$ cat src/rtl/spram_fifo_pkg.sv
// rtl/spram_fifo_pkg.sv - shared types and default sizes for the single-port RAM FIFO controller
//
// Purpose : holds the read-FSM state enum and the default data/address widths
//           used by spram_fifo_ctrl.
// Ports   : none (package).
package spram_fifo_pkg;

  localparam int DEF_DATA_W = 128;
  localparam int DEF_ADDR_W = 3;

  typedef enum logic {
    IDLE    = 1'b0,
    RD_PEND = 1'b1
  } fsm_state_t;

endpackage

$ cat src/rtl/spram_fifo_ctrl.sv
// rtl/spram_fifo_ctrl.sv - FIFO controller around an external single-port RAM with an output register
//
// Purpose : 2**ADDR_W-entry FIFO kept in an external single-port RAM, followed by
//           one output register that drives the pop stream (total capacity 2**ADDR_W+1).
//           One RAM access per cycle; a pending read has priority over a push.
// Config  : define SPRAM_FIFO_BYPASS_EN to let a push into a completely empty,
//           idle FIFO load the output register directly (latency 1 instead of 3).
// Ports   : clk, rst            - clock, synchronous active-high reset
//           s_valid/s_ready/s_data - push stream in
//           m_valid/m_ready/m_data - pop stream out
//           ram_wr_en/ram_addr/ram_data_in - RAM command; ram_data_out - RAM read data
//           count/full/empty    - total occupancy, RAM full, all empty
module spram_fifo_ctrl
  import spram_fifo_pkg::*;
#(
  parameter int DATA_W = DEF_DATA_W,
  parameter int ADDR_W = DEF_ADDR_W
) (
  input  logic              clk,
  input  logic              rst,
  input  logic              s_valid,
  output logic              s_ready,
  input  logic [DATA_W-1:0] s_data,
  output logic              m_valid,
  input  logic              m_ready,
  output logic [DATA_W-1:0] m_data,
  output logic              ram_wr_en,
  output logic [ADDR_W-1:0] ram_addr,
  output logic [DATA_W-1:0] ram_data_in,
  input  logic [DATA_W-1:0] ram_data_out,
  output logic [ADDR_W:0]   count,
  output logic              full,
  output logic              empty
);

  localparam logic [ADDR_W:0] DEPTH = {1'b1, {ADDR_W{1'b0}}};

  fsm_state_t        state, state_next;
  logic [ADDR_W-1:0] wr_ptr, rd_ptr, addr_q;
  logic [ADDR_W:0]   ram_cnt;
  logic              out_valid;
  logic [DATA_W-1:0] out_data;
  logic              rd_go, push, push_ram, bypass, pop, load;

  // A read may only be issued when the output register will be free by the
  // time the data returns (empty now, or being popped this cycle).
  assign rd_go    = !rst && (state == IDLE) && (ram_cnt != '0) && (!out_valid || m_ready);
  assign full     = (ram_cnt == DEPTH);
  assign s_ready  = !rst && !full && !rd_go;
  assign push     = s_valid && s_ready;
  assign load     = (state == RD_PEND);
  assign pop      = out_valid && m_ready;

`ifdef SPRAM_FIFO_BYPASS_EN
  // count==0 already implies no RAM entries, nothing in flight and an empty output register.
  assign bypass   = push && (state == IDLE) && (count == '0);
`else
  assign bypass   = 1'b0;
`endif

  assign push_ram    = push && !bypass;
  assign ram_wr_en   = push_ram;
  assign ram_data_in = s_data;
  assign ram_addr    = rst      ? '0     :
                       rd_go    ? rd_ptr :
                       push_ram ? wr_ptr : addr_q;

  // The word in flight during RD_PEND is counted so occupancy never dips.
  assign count   = ram_cnt + (ADDR_W+1)'(out_valid) + (ADDR_W+1)'(state == RD_PEND);
  assign empty   = (count == '0);
  assign m_valid = out_valid;
  assign m_data  = out_data;

  always_ff @(posedge clk) begin
    if (rst) begin
      state <= IDLE;
    end else begin
      state <= state_next;
    end
  end

  always_comb begin
    state_next = state;
    case (state)
      IDLE:    if (rd_go) state_next = RD_PEND;
      RD_PEND: state_next = IDLE;
      default: state_next = IDLE;
    endcase
  end

  always_ff @(posedge clk) begin
    if (rst) begin
      wr_ptr    <= '0;
      rd_ptr    <= '0;
      addr_q    <= '0;
      ram_cnt   <= '0;
      out_valid <= 1'b0;
      out_data  <= '0;
    end else begin
      if (push_ram) wr_ptr <= wr_ptr + ADDR_W'(1);
      if (rd_go)    rd_ptr <= rd_ptr + ADDR_W'(1);
      if (rd_go || push_ram) addr_q <= ram_addr;

      if (push_ram)   ram_cnt <= ram_cnt + (ADDR_W+1)'(1);
      else if (rd_go) ram_cnt <= ram_cnt - (ADDR_W+1)'(1);

      // Load and bypass never coincide (RD_PEND vs IDLE); the register is
      // always free at load time, so a pop cannot race a load.
      if (load) begin
        out_valid <= 1'b1;
        out_data  <= ram_data_out;
      end else if (bypass) begin
        out_valid <= 1'b1;
        out_data  <= s_data;
      end else if (pop) begin
        out_valid <= 1'b0;
      end
    end
  end

endmodule

$ cat config.mk
export PLATFORM = sky130hd
export DESIGN_NAME = spram_fifo_ctrl
export DESIGN_NICKNAME = d
export VERILOG_FILES = /design/src/rtl/spram_fifo_pkg.sv /design/src/rtl/spram_fifo_ctrl.sv
export SDC_FILE = /design/constraint.sdc
export NUM_CORES = 1
export LEC_CHECK = 0
export BUFFER_PORTS_ARGS = -buffer_cell sky130_fd_sc_hd__buf_2
export CAP_MARGIN = 20
export CELL_PAD_IN_SITES_DETAIL_PLACEMENT = 1
export CELL_PAD_IN_SITES_GLOBAL_PLACEMENT = 1
export CORE_AREA = 2 2 205 207
export CTS_CLUSTER_DIAMETER = 200
export DETAILED_ROUTE_END_ITERATION = 8
export DIE_AREA = 0 0 207 209
export GPL_TIMING_DRIVEN = 0
export PLACE_DENSITY_LB_ADDON = 0.08
export RECOVER_POWER = 100
export SLEW_MARGIN = 10
export SYNTH_ARGS = -nofsm -noshare
export SYNTH_HDL_FRONTEND = slang
export SYNTH_SLANG_ARGS = --single-unit
$ cat constraint.sdc
create_clock -name clk -period 2.5 [get_ports clk]
set_clock_uncertainty 0.05 [all_clocks]
set_input_delay 0.25 -clock clk [delete_from_list [all_inputs] [get_ports clk]]
set_output_delay 0.25 -clock clk [all_outputs]
set_load 0.02 [all_outputs]
---- Yosys cells after proc, flatten, opt, wreduce, memory -nomap -nowiden ----
Index checks and enable logic that the tools add are counted.
word-level totals
  register bits after elaboration ......... 143
  output and inout port bits .............. 268
operators by class
  add/sub/neg operators ................... 6
  equality and inequality tests ........... 1
  multiplexer cells ....................... 9
  bitwise operators ....................... 1
  reductions and logical operators ........ 17
operators with widths
  operator               count
  $mux W3                3
  $add A4 B1 Y4          2
  $mux W4                2
  $logic_and A1 B1 Y1    7
  $add A3 B1 Y3 const B  2
  $add A4 B1 Y4 const B  1
  $eq A4 B4 Y1 const B   1
  $logic_not A1 Y1       4
  $logic_not A4 Y1       1
  $reduce_bool A2 Y1     2
  $reduce_bool A4 Y1     1
  $sub A4 B1 Y4 const B  1
  $mux W1                3
  $logic_or A1 B1 Y1     2
  $pmux W1 S2            1
  $not A1 Y1             1

---- Longest topological paths before layout ----
  depth after elaboration ................. 10
  depth in mapped cells ................... 10

---- Least setup slack after synthesis ----
OpenSTA, ideal clock, no wires.
  kind .................................... register -> register
  start point ............................. register ram_cnt[0]
  end point ............................... register ram_cnt[3]
  library setup time ...................... 0.095 ns
  data arrival time ....................... 2.365 ns
  required time ........................... 2.355 ns
  path slack .............................. -0.010 ns
  cell stages (with the launch flop) ...... 10
  buffers on the path ..................... 0
  cell sequence ........................... dfxtp_1 nor4b_2 nor3b_4 nand2_4 ha_1 a21o_1 a21oi_1 nand2_1 o22a_1 o311ai_1
on the way
  elaborated cells on any way between the ends .. 14
  those cells by class .................... add/sub (2); eq/ne (1); mux (2); reduce/logical (9)
RTL lines
  item                                                  line                    source
  start: declaration                                    spram_fifo_ctrl.sv:40   logic [ADDR_W:0] ram_cnt;
  start signal: assignment                              spram_fifo_ctrl.sv:104  if (push_ram) ram_cnt <= ram_cnt + (ADDR_W+1)'(1);
  start signal: assignment                              spram_fifo_ctrl.sv:105  else if (rd_go) ram_cnt <= ram_cnt - (ADDR_W+1)'(1);
  $eq A4 B4 Y1 (*)                                      spram_fifo_ctrl.sv:48   assign full = (ram_cnt == DEPTH);
  net full                                              spram_fifo_ctrl.sv:32   output logic full,
  $logic_not A1 Y1 (*)                                  spram_fifo_ctrl.sv:49   assign s_ready = !rst && !full && !rd_go;
  $logic_and A1 B1 Y1 (*) (2 in series)                 spram_fifo_ctrl.sv:49
  $logic_and A1 B1 Y1 (*)                               spram_fifo_ctrl.sv:50   assign push = s_valid && s_ready;
  $mux W4 / $reduce_bool A2 Y1 (equally long branches)  --
The timed path passes the listed nets; every way through them passes the cells marked *. The select of a mux whose other input is x is not followed.
A chain may end at the register's enable or synchronous reset.

---- Final worst setup path ----
  start point ............................. register out_valid, in the netlist m_valid
  end point ............................... output ram_addr[0]
on the way
  cells in the longest elaborated chain, start to end .. 9
RTL lines
  item                      line                    source
  start: declaration        spram_fifo_ctrl.sv:41   logic out_valid;
  start signal: assignment  spram_fifo_ctrl.sv:97   out_valid <= 1'b0;
  start signal: assignment  spram_fifo_ctrl.sv:110  out_valid <= 1'b1;
  start signal: assignment  spram_fifo_ctrl.sv:113  out_valid <= 1'b1;
  $logic_not A1 Y1 (*)      spram_fifo_ctrl.sv:47   assign rd_go = !rst && (state == IDLE) && (ram_cnt != '0) && (!out_valid || m_ready);
  $logic_or A1 B1 Y1 (*)    spram_fifo_ctrl.sv:47
  $logic_and A1 B1 Y1 (*)   spram_fifo_ctrl.sv:47
  $logic_not A1 Y1          spram_fifo_ctrl.sv:49
  $logic_and A1 B1 Y1       spram_fifo_ctrl.sv:49
  $logic_and A1 B1 Y1       spram_fifo_ctrl.sv:50
  $mux W3                   spram_fifo_ctrl.sv:66   push_ram ? wr_ptr : addr_q;
  $mux W3 (*)               spram_fifo_ctrl.sv:65   rd_go ? rd_ptr :
  $mux W3 (*)               spram_fifo_ctrl.sv:64   assign ram_addr = rst ? '0 :
  end: declaration          spram_fifo_ctrl.sv:28   output logic [ADDR_W-1:0] ram_addr,
Mark *: on every way between the ends. The rest lies on a longest branch, timed or not.

==> summary.md <==
| Metric | Value |
|---|---|
| Outcome | finished clean |
| Syn nets | approximately 900 |
| IO Port Bufs | ~400 |
| Max Root-Sink Buffers | 2 |
| HP Start | ram_data_out[16] |
| Leak | between 4 and 5 nW |
| Pre-CTS WS | -0.3074 ns |
| Max Cap Viol | 0 |
| Fin crit share | a little over nine tenths |
| R2R depth | 10 |
| First-pass GRT wire length | 39530 µm |
| Required time worst endpoint | ~2.2 ns |
| Final ANT Viol Nets | 0 |
| Core box area | roughly 41000 µm² |
| Netlist cell types | 31 |
| Synthesized area | 6225 µm² |
| Most frequently used flop master after synthesis | dfxtp_1 |
| Critical path type | flop to output port |
| R2r startpoint | m_valid |
| CP Cell Sequence | nor2b_4 > or4_4 > buf_8 > buf_12 > a211oi_4 > buf_6 |
| Yosys warning count | 0 |
| Layout Area Growth over Synthesis | 71.68% |
| Die Area | roughly 43000 µm² |
| Leading area contributor after synthesis | dfxtp_1 |
| DIE WIDTH | just over 200 µm |
| I/O Pins | roughly 530 |
| Synth top area cells | dfxtp_1 (46%), mux2i_1 (21%), buf_4 (15%), nor2_1 (8.4%), buf_2 (1.1%) |
| Die height | approximately 210 µm |
| Total Routed Length | 26670 µm |
| Antenna violations before repair | 0 |
| Hold Path Stages | 3 |
| Async SR Flop Fraction | 0% |
| Synth Instances | between 600 and 700 |
| Drt pass-1 iters | 4 |
| Register area share after synthesis | a little under half |
| Startpoint Class | flop |
| FF-to-FF setup slack | around 0.10 ns |
| CTS root buf | clkbuf_16 |
| Max Slew Vio Count | 0 |
| Reg clk slew, reported paths | 0.06 ns |
| Starting Density | between 15 and 20% |
| # DRC | 0 |
| Kind of end point of the critical path | output port |
| Flop and latch count out of synthesis | 143 |
| Clock Sinks | about 140 |
| H-Tree Level Count | 4 |
| Routability Congestion | 0.6933 |
| Layout net count | around 1400 |
| Total gr overflow | 0 |
| Diode count | 0 |
| Largest net degree at the start of global routing | 17 |
| Kind of cell adding the most delay to the critical path | simple AND/OR/NAND/NOR gates |
| Final Hold Fails | 0 |
| Cell row count | 75 |
| Tmin final | between 2 and 2.5 ns |
| Slowest CP cell | or4_4 |
| CP Max Fanout | 7 |
| Post-synth top area share | 45.99% |
| Peak supply drop | around 440 µV |
| Post-synth EDFFs | 0 |
| Setup violations, final | 0 |
| Worst Path Arrival | 2.12 ns |
| Number of DRC violations after detailed-routing iteration 0 | between 100 and 150 |
| CTS Buf Count | 17 |
| Vias in the first global route | 6362 |
| Worst hold path class | input pin to flop |
| CTS tree | done |
| Total track usage | approximately 12% |
| Slew HR | between 30% and 40% |
| WP buf/inv | 3 |
| Setup ws final | roughly 0.082 ns |
| Worst slew pin tran | about 0.93 ns |
| Max Freq | 0.4135 GHz |
| HPWL Detailed | slightly above 20000 µm |
| Layout cells sized above 1 | 28.34% |
| Pwr Density | just over 900 nW/µm² |
| Syn avg cell area | about 10 µm² |
| DR vias/cell | approximately 3.5 |
| Routed WL per cell | around 15 µm |
| Largest stage delay on the critical path | just over 0.5 ns |
| WHS Endpoint | m_data[16] |
| Finished Core Util | approximately a quarter |
| Clk Latency, worst-skew pair | 0.43 ns |
| Via count | approximately 6100 |
| RR Endpoint | ram_cnt[3] |
==> layout make-up <==
type                       count  area (µm²)
fill                        4992       30600
timing repair buffer         529        3014
sequential                   143        2874
multi-input combinational    323        2323
buffer                       160        1125
tap                          539       674.4
clock buffer                  24       491.7
clock inverter                 8       175.2
inverter                       2       8.758
==> synthesized netlist by cell type (4+ instances only) <==
| cell type | instances |
|---|---|
| a21oi_1 | 4 |
| xor2_1 | 6 |
| nor2_1 | 140 |
| buf_2 | 14 |
| a211oi_1 | 6 |
| buf_4 | 128 |
| nand2_1 | 7 |
| mux2i_1 | 131 |
| dfxtp_1 | 143 |
| clkbuf_1 | 12 |
| ha_1 | 5 |
| buf_1 | 7 |
==> where the power goes <==
group	switching (mW)	total (mW)	leakage, nW	internal, mW
combinational	2.28	3.86	2.98	1.58
sequential	0.296	3.05	1.17	2.76
clock	1.07	2.96	0.321	1.89
total	3.64	9.87	4.47	6.23
==> worst max path at each step <==
stage / startpoint / endpoint / cells after the start / slack (ns)
after CTS: m_valid / ram_addr[0] / 6 / -0.03
after global placement: ram_cnt[0] / ram_cnt[3] / 9 / -0.28
after detailed placement: rst / m_data[36] / 5 / -0.31
final: m_valid / ram_addr[0] / 6 / 0.08
after global routing: m_valid / ram_cnt[3] / 10 / -0.01
after floorplan: m_valid / ram_cnt[3] / 10 / 0.15
==> worst register-to-register path: cells and delay by family (launching register included) <==
kind            cells  cell delay, ns
compound gates      4            0.67
simple gates        4            0.83
fa+ha+maj           1            0.25
flops               1            0.35
buf+inv             1            0.16
==> cell families (layout without fill, tap and decap cells) <==
group	Yosys count	after routing	share of synthesized area (%)
mux	131	131	21.07
simple gates	163	163	10.79
buf+inv	163	723	17.85
xor+xnor	8	8	1.126
flops	143	143	45.99
fa+ha+maj	7	7	1.648
compound gates	14	14	1.528
==> sequential cells by signal, indices dropped and copies added, names as in the netlist <==
name	cells
m_data	128
load	1
ram_cnt	4
m_valid	1
rd_ptr	3
wr_ptr	3
addr_q	3
==> per-layer routing <==
metal / vias to the layer above / track usage [%] / part of all wire (%)
met5: - / 0 / 0
met4: 0 / 3.571 / 1.2
met2: 273 / 20.16 / 49
met1: 2819 / 14.24 / 42
li1: 3023 / - / -
met3: 17 / 4.463 / 7.6
==> cells in the final DEF (no fill, tap or decap), drive strengths merged <==
cell type	Yosys	final
clkinv	1	2
bufinv	0	5
dlygate4sd3	0	124
or4	1	1
a21oi	4	4
nor4	2	2
xnor2	2	2
nor4b	1	1
a211oi	6	6
nand2b	1	1
xor2	6	6
fa	2	2
o311ai	1	1
o22a	1	1
nor2b	1	1
nand2	8	8
nand3	3	3
inv	1	2
nor3b	1	1
buf	149	280
clkinvlp	0	1
ha	5	5
or2	1	1
nor3	3	3
or3	1	1
a21o	1	1
dfxtp	143	143
o21ai	1	1
nor2	140	140
mux2i	131	131
clkbuf	12	309
==> through the flow <==
step | setup TNS (ns) | std cells | instance area (µm²) | power, mW | hold WS [ns]
after floorplan | 0 | 629 | 6233 | 5.527 | 0.3472
after global placement | -11.46 | 1567 | 8905 | 6.788 | 0.4197
after detailed placement | -11.76 | 1567 | 8905 | 6.784 | 0.4292
after CTS | -0.02622 | 1724 | 10890 | 10.11 | 0.001955
after global routing | -0.01079 | 1728 | 10690 | 10.54 | 0.005940
final | 0 | 1728 | 10690 | 9.869 | 0.02915
==> repair_timing <==
item                       CTS  global route
gates resized for setup     19            15
hold buffers               124             0
hold endpoints to repair   124             0
buffers inserted             2             3
pin swaps                    2             4
setup endpoints to repair    5             4
gates cloned                 0             1
No activity file was read; power rests on OpenSTA's default activity.
